===== config.mk =====
export PLATFORM = sky130hd
export DESIGN_NAME = eclusa_escalonador
export DESIGN_NICKNAME = d
export VERILOG_FILES = /design/src/rtl/eclusa_escalonador.sv
export SDC_FILE = /design/constraint.sdc
export NUM_CORES = 1
export LEC_CHECK = 0
export BUFFER_PORTS_ARGS = -buffer_cell sky130_fd_sc_hd__buf_4
export CAP_MARGIN = 15
export CORE_MARGIN = 2
export CORE_UTILIZATION = 40
export CTS_BUF_LIST = sky130_fd_sc_hd__clkbuf_2
export DETAILED_ROUTE_END_ITERATION = 10
export PLACE_DENSITY_LB_ADDON = 0.08
export SYNTH_ARGS = -nofsm -noshare
export SYNTH_HDL_FRONTEND = slang
export SYNTH_SLANG_ARGS = --single-unit

===== constraint.sdc =====
create_clock -name clock -period 4 [get_ports clock]
set_input_delay 0.4 -clock clock [delete_from_list [all_inputs] [get_ports clock]]
set_output_delay 0.4 -clock clock [all_outputs]
set_load 0.01 [all_outputs]

===== src/rtl/eclusa_escalonador.sv =====
// Transit scheduler for a two-gate canal lock: arbitrates boat requests, sequences the
// fill/drain valves and issues gate open-requests while never letting both gates open.
module eclusa_escalonador #(
  parameter int T_NIVEL    = 50,
  parameter int T_PASSAGEM = 100,
  parameter int TW         = 8
) (
  input  logic       clock,
  input  logic       reset,
  input  logic       pedidoMontante,
  input  logic       pedidoJusante,
  input  logic       fechadaM,
  input  logic       abertaM,
  input  logic       fechadaJ,
  input  logic       abertaJ,
  input  logic       emergencia,
  output logic       abrirM,
  output logic       abrirJ,
  output logic       valvulaEnchimento,
  output logic       valvulaEsvaziamento,
  output logic [1:0] atendendo,
  output logic       ocupado,
  output logic [3:0] dbEstado
);

  typedef enum logic [3:0] {
    OCIOSO           = 4'd0,
    ARBITRA          = 4'd1,
    NIVELA_ENTRADA   = 4'd2,
    ABRE_ENTRADA     = 4'd3,
    PASSAGEM_ENTRADA = 4'd4,
    FECHA_ENTRADA    = 4'd5,
    NIVELA_SAIDA     = 4'd6,
    ABRE_SAIDA       = 4'd7,
    PASSAGEM_SAIDA   = 4'd8,
    FECHA_SAIDA      = 4'd9,
    EMERGENCIA       = 4'd10
  } estado_t;

  localparam logic [TW-1:0] FIM_NIVEL    = TW'(T_NIVEL - 1);
  localparam logic [TW-1:0] FIM_PASSAGEM = TW'(T_PASSAGEM - 1);

  estado_t       estado_q, estado_d;
  logic [TW-1:0] timer_q, timer_d;
  logic          pend_m_q, pend_m_d;
  logic          pend_j_q, pend_j_d;
  logic          nivel_alto_q, nivel_alto_d;
  logic          ultimo_m_q, ultimo_m_d;
  logic          entrada_m_q, entrada_m_d;

  logic fechada_e, aberta_e, fechada_s, aberta_s;
  logic grant_m;
  logic abrir_e, abrir_s;

  // Gate flags seen from the current transit: E is the entry side, S the exit side.
  always_comb begin
    fechada_e = entrada_m_q ? fechadaM : fechadaJ;
    aberta_e  = entrada_m_q ? abertaM  : abertaJ;
    fechada_s = entrada_m_q ? fechadaJ : fechadaM;
    aberta_s  = entrada_m_q ? abertaJ  : abertaM;
    grant_m   = pend_m_q & (~pend_j_q | ~ultimo_m_q);
  end

  always_comb begin
    estado_d     = estado_q;
    pend_m_d     = pend_m_q | pedidoMontante;
    pend_j_d     = pend_j_q | pedidoJusante;
    nivel_alto_d = nivel_alto_q;
    ultimo_m_d   = ultimo_m_q;
    entrada_m_d  = entrada_m_q;

    if (emergencia) begin
      estado_d = EMERGENCIA;
    end else begin
      case (estado_q)
        OCIOSO: begin
          if (pend_m_q || pend_j_q) estado_d = ARBITRA;
        end
        ARBITRA: begin
          if (!pend_m_q && !pend_j_q) begin
            estado_d = OCIOSO;
          end else begin
            entrada_m_d = grant_m;
            ultimo_m_d  = grant_m;
            // A pulse arriving in the grant cycle is absorbed by this grant.
            if (grant_m) pend_m_d = 1'b0;
            else         pend_j_d = 1'b0;
            estado_d = (grant_m == nivel_alto_q) ? ABRE_ENTRADA : NIVELA_ENTRADA;
          end
        end
        NIVELA_ENTRADA: begin
          if (timer_q == FIM_NIVEL) begin
            nivel_alto_d = entrada_m_q;
            estado_d     = ABRE_ENTRADA;
          end
        end
        ABRE_ENTRADA: begin
          if (aberta_e) estado_d = PASSAGEM_ENTRADA;
        end
        PASSAGEM_ENTRADA: begin
          if (timer_q == FIM_PASSAGEM) estado_d = FECHA_ENTRADA;
        end
        FECHA_ENTRADA: begin
          if (fechada_e)
            estado_d = (~entrada_m_q == nivel_alto_q) ? ABRE_SAIDA : NIVELA_SAIDA;
        end
        NIVELA_SAIDA: begin
          if (timer_q == FIM_NIVEL) begin
            nivel_alto_d = ~entrada_m_q;
            estado_d     = ABRE_SAIDA;
          end
        end
        ABRE_SAIDA: begin
          if (aberta_s) estado_d = PASSAGEM_SAIDA;
        end
        PASSAGEM_SAIDA: begin
          if (timer_q == FIM_PASSAGEM) estado_d = FECHA_SAIDA;
        end
        FECHA_SAIDA: begin
          if (fechada_s) estado_d = OCIOSO;
        end
        EMERGENCIA: begin
          if (fechadaM && fechadaJ) estado_d = OCIOSO;
        end
        default: estado_d = OCIOSO;
      endcase
    end
  end

  // The timer restarts on every state change, so an interrupted equalization reruns in full.
  always_comb begin
    timer_d = timer_q;
    if (estado_d != estado_q) begin
      timer_d = '0;
    end else begin
      case (estado_q)
        NIVELA_ENTRADA, PASSAGEM_ENTRADA, NIVELA_SAIDA, PASSAGEM_SAIDA:
          timer_d = timer_q + 1'b1;
        default: timer_d = timer_q;
      endcase
    end
  end

  always_ff @(posedge clock or posedge reset) begin
    if (reset) begin
      estado_q     <= OCIOSO;
      timer_q      <= '0;
      pend_m_q     <= 1'b0;
      pend_j_q     <= 1'b0;
      nivel_alto_q <= 1'b0;
      ultimo_m_q   <= 1'b0;
      entrada_m_q  <= 1'b0;
    end else begin
      estado_q     <= estado_d;
      timer_q      <= timer_d;
      pend_m_q     <= pend_m_d;
      pend_j_q     <= pend_j_d;
      nivel_alto_q <= nivel_alto_d;
      ultimo_m_q   <= ultimo_m_d;
      entrada_m_q  <= entrada_m_d;
    end
  end

  // An open request is only issued while the opposite gate reports closed.
  always_comb begin
    abrir_e             = 1'b0;
    abrir_s             = 1'b0;
    valvulaEnchimento   = 1'b0;
    valvulaEsvaziamento = 1'b0;
    case (estado_q)
      NIVELA_ENTRADA: begin
        valvulaEnchimento   = entrada_m_q;
        valvulaEsvaziamento = ~entrada_m_q;
      end
      ABRE_ENTRADA:     abrir_e = fechada_s;
      PASSAGEM_ENTRADA: abrir_e = 1'b1;
      NIVELA_SAIDA: begin
        valvulaEnchimento   = ~entrada_m_q;
        valvulaEsvaziamento = entrada_m_q;
      end
      ABRE_SAIDA:       abrir_s = fechada_e;
      PASSAGEM_SAIDA:   abrir_s = 1'b1;
      default: begin
        abrir_e = 1'b0;
        abrir_s = 1'b0;
      end
    endcase
    abrirM = entrada_m_q ? abrir_e : abrir_s;
    abrirJ = entrada_m_q ? abrir_s : abrir_e;
  end

  always_comb begin
    atendendo = 2'b00;
    dbEstado  = 4'hF;
    ocupado   = (estado_q != OCIOSO);
    case (estado_q)
      NIVELA_ENTRADA, ABRE_ENTRADA, PASSAGEM_ENTRADA, FECHA_ENTRADA,
      NIVELA_SAIDA, ABRE_SAIDA, PASSAGEM_SAIDA, FECHA_SAIDA: begin
        atendendo = entrada_m_q ? 2'b01 : 2'b10;
        dbEstado  = estado_q;
      end
      OCIOSO, ARBITRA, EMERGENCIA: dbEstado = estado_q;
      default: dbEstado = 4'hF;
    endcase
  end

  interlock_a: assert property (@(posedge clock) disable iff (reset) !(abrirM && abrirJ));
  valvulas_a:  assert property (@(posedge clock) disable iff (reset)
                                !(valvulaEnchimento && valvulaEsvaziamento));

endmodule


**After elaboration in Yosys (flattened, before gate mapping)**

Cells that the tools add are included.

- Flip-flop bits (word level): 16
- Logic and storage cells: 87

- Bitwise operators: 8
- Add/sub/neg operators: 1
- Reduce and logical (&&, ||, !) cells: 14
- Mux-type cells: 41
- Eq/ne operators: 17

Operators by type and width:

| cell | count |
|---|---|
| $mux W4 | 12 |
| $pmux W4 S11 | 1 |
| $mux W1 | 18 |
| $eq A4 B3 Y1 const B | 4 |
| $mux W8 | 2 |
| $eq A4 B4 Y1 const B | 3 |
| $reduce_or A11 Y1 | 1 |
| $pmux W1 S2 | 5 |
| $add A8 B1 Y8 const B | 1 |
| $eq A4 B2 Y1 const B | 2 |
| $eq A8 B6 Y1 const B | 1 |
| $eq A8 B7 Y1 const B | 1 |
| $reduce_or A8 Y1 | 1 |
| $mux W2 | 3 |
| $eq A4 B1 Y1 const B | 1 |
| $logic_not A4 Y1 | 1 |
| $ne A2 B2 Y1 const B | 2 |
| $ne A4 B4 Y1 | 1 |
| $not A1 Y1 | 4 |
| $reduce_and A4 Y1 | 1 |
| $reduce_bool A2 Y1 | 2 |
| $reduce_bool A4 Y1 | 1 |
| $reduce_or A4 Y1 | 1 |
| $or A1 B1 Y1 | 3 |
| other kinds (6) | 9 |

**Logic depth before layout (Yosys ltp)**

Gate-level depths: netlist of run 1.

- Depth in word-level cells: 10
- Gate-level depth with buffers: 8

**Worst setup path after synthesis of run 1**

OpenSTA, ideal clock, no wires.

- Path kind: register to register
- From: register estado_q[2]
- To: register timer_q[0]
- Path buffers: 1
- Arrival time: 1.825 ns
- Stages on the path, launching flop included: 8
- Library setup time: 0.101 ns
- Period minus slack after synthesis: 1.926 ns
- Setup slack: 2.074 ns
- Data required time: 3.899 ns
- Path through: dfrtp_1 -> buf_4 -> xnor2_1 -> mux2i_1 -> o21ai_1 -> o31a_1 -> o21a_4 -> nor4_1

- Word-level cells in the longest chain between the ends: 5
- Elaborated cells on any way between the ends: 27

Ends and longest elaborated chain:

| what | RTL line | text |
|---|---|---|
| start, declared | 43 | `estado_t estado_q, estado_d;` |
| start signal, assigned | 154 | `estado_q <= estado_d;` |
| $eq A4 B4 Y1 (tied with other cells) | 75 | `case (estado_q)` |
| $pmux W4 S11 (*) | 75 |  |
| $mux W4 (*) | 72 | `if (emergencia) begin` |
| named net estado_d[0] | 43 |  |
| $ne A4 B4 Y1 (*) | 133 | `if (estado_d != estado_q) begin` |
| $mux W8 / $reduce_bool A2 Y1 (equally long branches) | - |  |
| end signal, assigned | 155 | `timer_q <= timer_d;` |
| end, declared | 44 | `logic [TW-1:0] timer_q, timer_d;` |

Mark *: on every way through the listed nets, which the timed path passes. The rest lies on a longest branch.
A chain may end at the register's enable or synchronous reset.

**Worst setup path in the final report of run 1**

- From: register estado_q[2]
- To: output abrirJ

- Word-level cells in the longest chain between the ends: 3
- Elaborated cells on any way between the ends: 7

Ends and longest elaborated chain:

| what | RTL line | text |
|---|---|---|
| $eq A4 B3 Y1 (tied with other cells) | 170 | `case (estado_q)` |
| $pmux W1 S2 | 170 |  |
| $mux W1 (*) | 189 | `abrirJ = entrada_m_q ? abrir_s : abrir_e;` |
| end, declared | 18 | `output logic abrirJ,` |

Every way passes the cells marked *; elsewhere a longest branch is shown, timed or not.

==> results of run 1 <==
## cell usage in the layout, fill, tap and decap left out, types with 2 or more instances in the layout
cell	netlist	routed
nor2b_1	5	5
a211oi_1	2	2
o21ai_1	2	2
mux2i_1	3	3
xnor2_1	7	7
nor3b_1	3	3
o211ai_1	2	2
inv_1	3	3
and4b_1	2	2
nand3_1	8	8
ha_1	2	2
a31oi_1	2	2
clkbuf_2	0	3
nor4bb_1	2	2
nor4_1	8	8
o31ai_1	2	2
and3_1	2	2
nand2b_1	4	4
nand4_1	2	2
a21oi_1	8	8
buf_4	3	19
o21a_1	2	2
a21o_1	2	2
nor2_1	13	13
xor2_1	4	4
dfrtp_1	16	16
nand2_1	11	11
mux2_1	2	2
nor3_1	3	3
## kinds of logic (layout without fill, tap and decap cells)
| group | Yosys count | in the layout | synth area share |
|---|---|---|---|
| simple gates | 69 | 69 | 0.296 |
| flops | 16 | 16 | 0.307 |
| compound gates | 34 | 34 | 0.194 |
| xor+xnor | 11 | 11 | 0.0740 |
| mux | 6 | 6 | 0.0576 |
| buf+inv | 14 | 27 | 0.0519 |
| fa+ha+maj | 2 | 2 | 0.0192 |
## where the power goes
group / total (mW) / switching (mW) / internal [mW]
sequential: 0.216 / 0.0415 / 0.174
combinational: 0.173 / 0.0917 / 0.0812
clock: 0.0766 / 0.0549 / 0.0217
## Yosys cell counts, drive strengths merged (3+ instances only)
cell	n	area (um^2)
o21a	3	30.0
dfrtp	16	400
nor2	13	48.8
nor4	8	50.1
nor3	3	15.0
a31oi	3	25.0
mux2i	3	30.0
buf	6	37.5
nand2b	4	25.0
a21oi	8	40.0
nor3b	3	22.5
xor2	4	35.0
nor2b	5	31.3
nand3	8	40.0
clkbuf	4	15.0
nand2	11	41.3
inv	4	15.0
xnor2	7	61.3
## metal layers
layer	share of wire	vias up	routed length [um]	global-route usage
met2	0.45	38	1420	0.275
met5	0	-	0	0
met3	0.049	2	154	0.0378
met1	0.49	576	1540	0.281
li1	-	594	-	-
met4	0.0057	0	18	0.0559
## layout make-up
cell class / instances / area, um^2
Sequential cell: 16 / 400
Multi-Input combinational cell: 122 / 835
Clock inverter: 1 / 3.75
Tap cell: 44 / 55.1
Fill cell: 321 / 1610
Timing Repair Buffer: 19 / 143
Clock buffer: 3 / 15.0
Inverter: 4 / 15.0
## metrics by stage
stage | hold WS (ps) | util
3_3_place_gp | 523 | 0.470
4_1_cts | 164 | 0.476
2_1_floorplan | 314 | -
6_report | 164 | 0.476
5_1_grt | 166 | 0.476
3_5_place_dp | 534 | 0.470
## state kept, by name, summed over array words and instances, names as in the netlist
name and cells:
entrada_m_q 1, estado_q 4, nivel_alto_q 1, pend_j_q 1, pend_m_q 1, timer_q 8
## how the worst min path moves through the flow
| stage | startpoint | endpoint | cells after the start |
|---|---|---|---|
| 2_1_floorplan | reset | entrada_m_q$_DFFE_PP0P_ | 1 |
| 3_3_place_gp | reset | nivel_alto_q$_DFFE_PP0P_ | 2 |
| 3_5_place_dp | reset | timer_q[7]$_DFFE_PP0P_ | 2 |
| 4_1_cts | reset | timer_q[7]$_DFFE_PP0P_ | 2 |
| 5_1_grt | reset | timer_q[7]$_DFFE_PP0P_ | 2 |
| 6_report | reset | timer_q[7]$_DFFE_PP0P_ | 2 |
## worst max-delay path, stage by stage, from the launching register on
cell	delay (ps)
dfrtp_1	790
nor2b_1	280
and3_1	240
a22o_1	140
nand2_1	50
o21ai_1	110
buf_4	140
==> flow_metrics.py, run 1 <==
metrics = {
    "status": {
        "status": "completed",
    },
    "timing": {
        "setup_violations": 0,
        "fin_setup_tns_ps": 0,
        "period_minus_slack_ps": 2450,
        "setup_ws_ps": 1550,
        "finalHoldViolCount": 0,
        "post-route-period-util": 0.612,
        "tightest_slew_ps": 683,
        "rsz0062_at_grt": "no",
        "maxSlewHeadroom": 0.545,
        "fin_worst_skew_ps": 6.87,
        "slew_viol_final": 0,
        "timing.fmax_ghz": 0.409,
    },
    "placement": {
        "portBuffers": 19,
        "place_inst": 205,
        "place_ws_ps": 1650,
        "routabilityCongestion": 0.799,
        "placed_cell_area_um2": 1450,
        "dp_hpwl_um": 2230,
    },
    "clock_network": {
        "ctsRootBufferMaster": "clkbuf_2",
        "cts_tree": "done",
        "cts-buffers-inserted": 3,
        "cts_max_path_buffers": 2,
        "cts_setup_buffers": 0,
        "cts_max_level": 1,
        "cts_resized": 0,
        "clk_pin_slew_ps": 170,
        "insertion_delay_ps": 290,
        "cts_sinks": 16,
        "holdBufCountCts": 0,
    },
    "route": {
        "first_iter_violations": 82,
        "num_vias": 1210,
        "ant_nets": 0,
        "wl_per_cell_um": 15.0,
        "routed_wl_um": 3130,
        "avgViaCountPerCell": 5.79,
        "dr.pass1.iters": 4,
        "drc_errors": 0,
    },
    "synthesis": {
        "synthesis.area_um2": 1300,
        "synth.avg_cell_area_um2": 8.57,
        "ys.flop_type": "dfrtp_1",
        "syn_nets": 163,
        "postSynth.asyncResetShare": 1.00,
        "synth_cell_types": 50,
        "synth-edff-count": 0,
        "synth_warnings": 0,
        "seq_area_frac_synth": 0.307,
        "ys_ff_latch": 16,
        "synthCells": 152,
    },
    "critical_path": {
        "cp.arrival_ps": 2050,
        "start_kind": "flip-flop",
        "r2r_cells": 6,
        "r2r_slack_ps": 1620,
        "worstSetupPathType": "flip-flop to output port",
        "path_max_fanout": 21,
        "critPathRequiredTime_ps": 3600,
        "worstReg2RegStart": "entrada_m_q$_DFFE_PP0P_",
        "endpoint": "abrirJ",
        "rr_endpoint": "timer_q[4]$_DFFE_PP0P_",
        "crit_start": "estado_q[2]$_DFF_PP0_",
        "cp-end-kind": "output port",
    },
    "global_routing": {
        "grt_max_degree": 22,
        "grt.total_usage": 0.188,
        "grt-ovfl-total": 0,
        "antenna_found_initial": 0,
        "grt_pass1_wl_um": 5200,
        "grt_pass1_vias": 1072,
    },
    "die": {
        "ioPinCount": 20,
        "initial_utilization": 0.423,
        "dieHeight_um": 61.1,
        "core_region_area_um2": 3080,
        "die-width_um": 61.1,
        "die_area_um2": 3730,
        "rows": 20,
    },
    "run": {
        "maxCapViolCount": 0,
    },
    "pwr": {
        "total_power_mw": 0.465,
        "powerDensity_nw_per_um2": 317,
        "leakage_nw": 0.587,
        "vdd_drop_max_mv": 0.130,
    },
    "finish": {
        "diodes": 0,
        "final_area_um2": 1470,
        "layoutNonFillerInstCount": 209,
        "area_growth_pct": 12.6,
        "drive_gt1_frac": 0.158,
        "fin_nets": 177,
    },
    "worst_hold_path": {
        "hold_class": "primary input to asynchronous set/reset pin",
    },
}
Note: power is estimated with default switching activity, not from simulation.
==> run 2, diff against run 1 <==
--- a/config.mk
+++ b/config.mk
@@ -5,6 +5,7 @@
 export SDC_FILE = /design/constraint.sdc
 export NUM_CORES = 1
 export LEC_CHECK = 0
+export ABC_AREA = 1
 export BUFFER_PORTS_ARGS = -buffer_cell sky130_fd_sc_hd__buf_4
 export CAP_MARGIN = 15
 export CORE_MARGIN = 2
==> constraint.sdc (replaced) <==
create_clock -name clock -period 2.11 [get_ports clock]
set_input_delay 0.211 -clock clock [delete_from_list [all_inputs] [get_ports clock]]
set_output_delay 0.211 -clock clock [all_outputs]
set_load 0.01 [all_outputs]
==> run 2 against run 1 <==
Net effect: the run now ends with hold timing left; flip-flop and latch count unchanged; clock power grew 72%; non-clock buffer count unchanged; largest cell class unchanged.
==> flow_metrics.py, run 2 <==
metrics = {
    "synthesis": {
        "yosysMostFrequentCell": "nand2_1",
        "postSynth.asyncResetShare": 1.00,
        "synth.top_cells.by_count": "nand2_1 (64), nor2_1 (26), inv_1 (22)",
        "syn_nets": 221,
        "synth_cell_types": 28,
        "synthTopCellsByArea": "dfrtp_1 (29%), nand2_1 (17%), nor2_1 (7.1%)",
        "ys_ff_latch": 16,
        "synth_warnings": 0,
        "yosysTopAreaCellShare": 0.289,
        "synth_top_area_cell": "dfrtp_1",
        "seq_area_frac_synth": 0.289,
        "ys.flop_type": "dfrtp_1",
        "synth-edff-count": 0,
        "synthCells": 210,
        "synthesis.area_um2": 1380,
        "synth.avg_cell_area_um2": 6.59,
    },
    "run": {
        "maxCapViolCount": 0,
    },
    "critical_path": {
        "start_kind": "flip-flop",
        "cp-end-kind": "output port",
        "rr_endpoint": "timer_q[7]$_DFFE_PP0P_",
        "cp_common_cell": "nor2_1",
        "worstSetupPathType": "flip-flop to output port",
        "critPathRequiredTime_ps": 1900,
        "r2r_cells": 13,
        "path_max_fanout": 8,
        "critical_path_buf_inv_count": 2,
        "cp.arrival_ps": 1780,
        "crit_path_top_delay_cell": "dfrtp_1",
        "cpLargestDelayFamily": "simple AND/OR/NAND/NOR gates",
        "r2r_slack_ps": 280,
        "cp_cell_sequence": "nor2_1 -> inv_2 -> nor2_1 -> a21oi_1 -> o21ai_0 -> buf_4",
        "critical-path-max-stage-delay_ps": 500,
        "worstReg2RegStart": "entrada_m_q$_DFFE_PP0P_",
        "crit_start": "estado_q[1]$_DFF_PP0_",
    },
    "route": {
        "avgViaCountPerCell": 4.87,
        "drc_errors": 0,
        "wl_per_cell_um": 11.7,
        "ant_nets": 0,
        "routed_wl_um": 3190,
        "first_iter_violations": 56,
        "num_vias": 1334,
        "dr.pass1.iters": 5,
    },
    "timing": {
        "period_minus_slack_ps": 1990,
        "hold_ws_ps": -7.76,
        "tightest_slew_ps": 644,
        "post-route-period-util": 0.944,
        "finalHoldViolCount": 10,
        "fin_worst_skew_ps": 4.13,
        "rsz0062_at_grt": "no",
        "fin_setup_tns_ps": 0,
        "setup_ws_ps": 118,
        "timing.fmax_ghz": 0.502,
        "slew_viol_final": 0,
        "maxSlewHeadroom": 0.571,
        "setup_violations": 0,
    },
    "clock_network": {
        "insertion_delay_ps": 280,
        "cts_max_path_buffers": 2,
        "cts_tree": "done",
        "cts_sinks": 16,
        "cts_max_level": 1,
        "ctsRootBufferMaster": "clkbuf_2",
        "cts-buffers-inserted": 3,
        "clk_pin_slew_ps": 150,
    },
    "placement": {
        "placed_cell_area_um2": 1560,
        "dp_hpwl_um": 2630,
        "place_ws_ps": 251,
        "routabilityCongestion": 0.848,
        "portBuffers": 19,
    },
    "status": {
        "status": "finished, violations left",
        "violations": "hold timing",
    },
    "die": {
        "core_region_area_um2": 3340,
        "die-width_um": 62.8,
        "ioPinCount": 20,
        "initial_utilization": 0.415,
        "rows": 21,
        "dieHeight_um": 62.8,
        "die_area_um2": 3950,
    },
    "finish": {
        "mostFrequentLayoutCells": "nand2_1 (64), nor2_1 (26), inv_1 (22)",
        "drive_gt1_frac": 0.250,
        "final_area_um2": 1580,
        "fin_nets": 241,
        "layout_commonest_cell": "nand2_1",
        "area_growth_pct": 13.8,
        "diodes": 0,
        "multi_input_area_um2": 848,
        "regMostFlops": "timer_q",
        "num-fill-cells": 386,
        "finish.utilization": 0.472,
        "register_area_um2": 400,
        "largest_register_ffs": 8,
        "reg_top3": "timer_q: 8 flops, estado_q: 4 flops",
    },
    "worst_hold_path": {
        "hold_class": "primary input to asynchronous set/reset pin",
    },
    "pwr": {
        "vdd_drop_max_mv": 0.237,
        "powerDensity_nw_per_um2": 609,
        "leakage_nw": 0.858,
    },
    "global_routing": {
        "grt-ovfl-total": 0,
        "grt.total_usage": 0.176,
        "grt_pass1_vias": 1256,
        "grt_pass1_wl_um": 5620,
        "antenna_found_initial": 0,
        "grt_max_degree": 17,
    },
}
-- run 2: cell count changes in the layout (fill, tap and decap cells not counted), moves of 8 or more --
cell,before,now
nor2_2,0,9
inv_1,3,22
nand2_2,0,8
nand2_1,11,64
nor4_1,8,0
nor2_1,13,26
-- run 2: logic make-up after synthesis --
family	share of synthesized area
AND/OR/NAND/NOR	0.480
flip-flops	0.289
XOR/XNOR	0.0443
AO/OA/AOI/OAI	0.0633
multiplexers	0.00723
adder cells (fa/ha/maj)	0.0181
buffers and inverters	0.0976
-- run 2: where the power goes --
part | leakage, nW | switching [mW] | internal [mW] | total (mW)
Combinational | 0.648 | 0.287 | 0.167 | 0.454
Clock | 0.0125 | 0.0934 | 0.0388 | 0.132
Sequential | 0.198 | 0.0440 | 0.329 | 0.373
-- run 2: layout make-up --
cell class              instances  share of cell area
well taps                      46              0.0365
multi-input cells             161               0.539
flip-flops and latches         16               0.254
clock buffers                   3             0.00953
inverters                      29              0.0707
repair buffers                 19              0.0905
-- run 2: worst max-delay path by stage --
stage / cells after the start / end / slack (ps)
CTS: 6 / abrirJ / 130
global route: 6 / abrirJ / 2
floorplan: 8 / timer_q[6]$_DFFE_PP0P_ / 560
detailed placement: 13 / timer_q[0]$_DFFE_PP0P_ / 250
global placement: 12 / timer_q[3]$_DFFE_PP0P_ / 300
finish: 6 / abrirJ / 120
-- run 2: through the flow --
| stage | std cells | hold slack, ps | power, mW |
|---|---|---|---|
| floorplan | 210 | 125 | 0.712 |
| global placement | 271 | 336 | 0.828 |
| detailed placement | 271 | 343 | 0.834 |
| CTS | 274 | 2.47 | 0.972 |
| global route | 274 | 13.3 | 1.05 |
| finish | 274 | -7.76 | 0.959 |
-- run 2: per-layer routing --
metal / vias up / global-route usage / wire [um]
met5: - / 0 / 0
met4: 0 / 0.0667 / 58
met3: 7 / 0.0234 / 123
met2: 27 / 0.301 / 1570
met1: 613 / 0.225 / 1450
li1: 687 / - / -
-- run 2: what timing repair did --
item	in CTS	in global routing
setup buffers	0	0
resized for setup	0	1
hold buffers	0	0
setup endpoints to repair	0	2
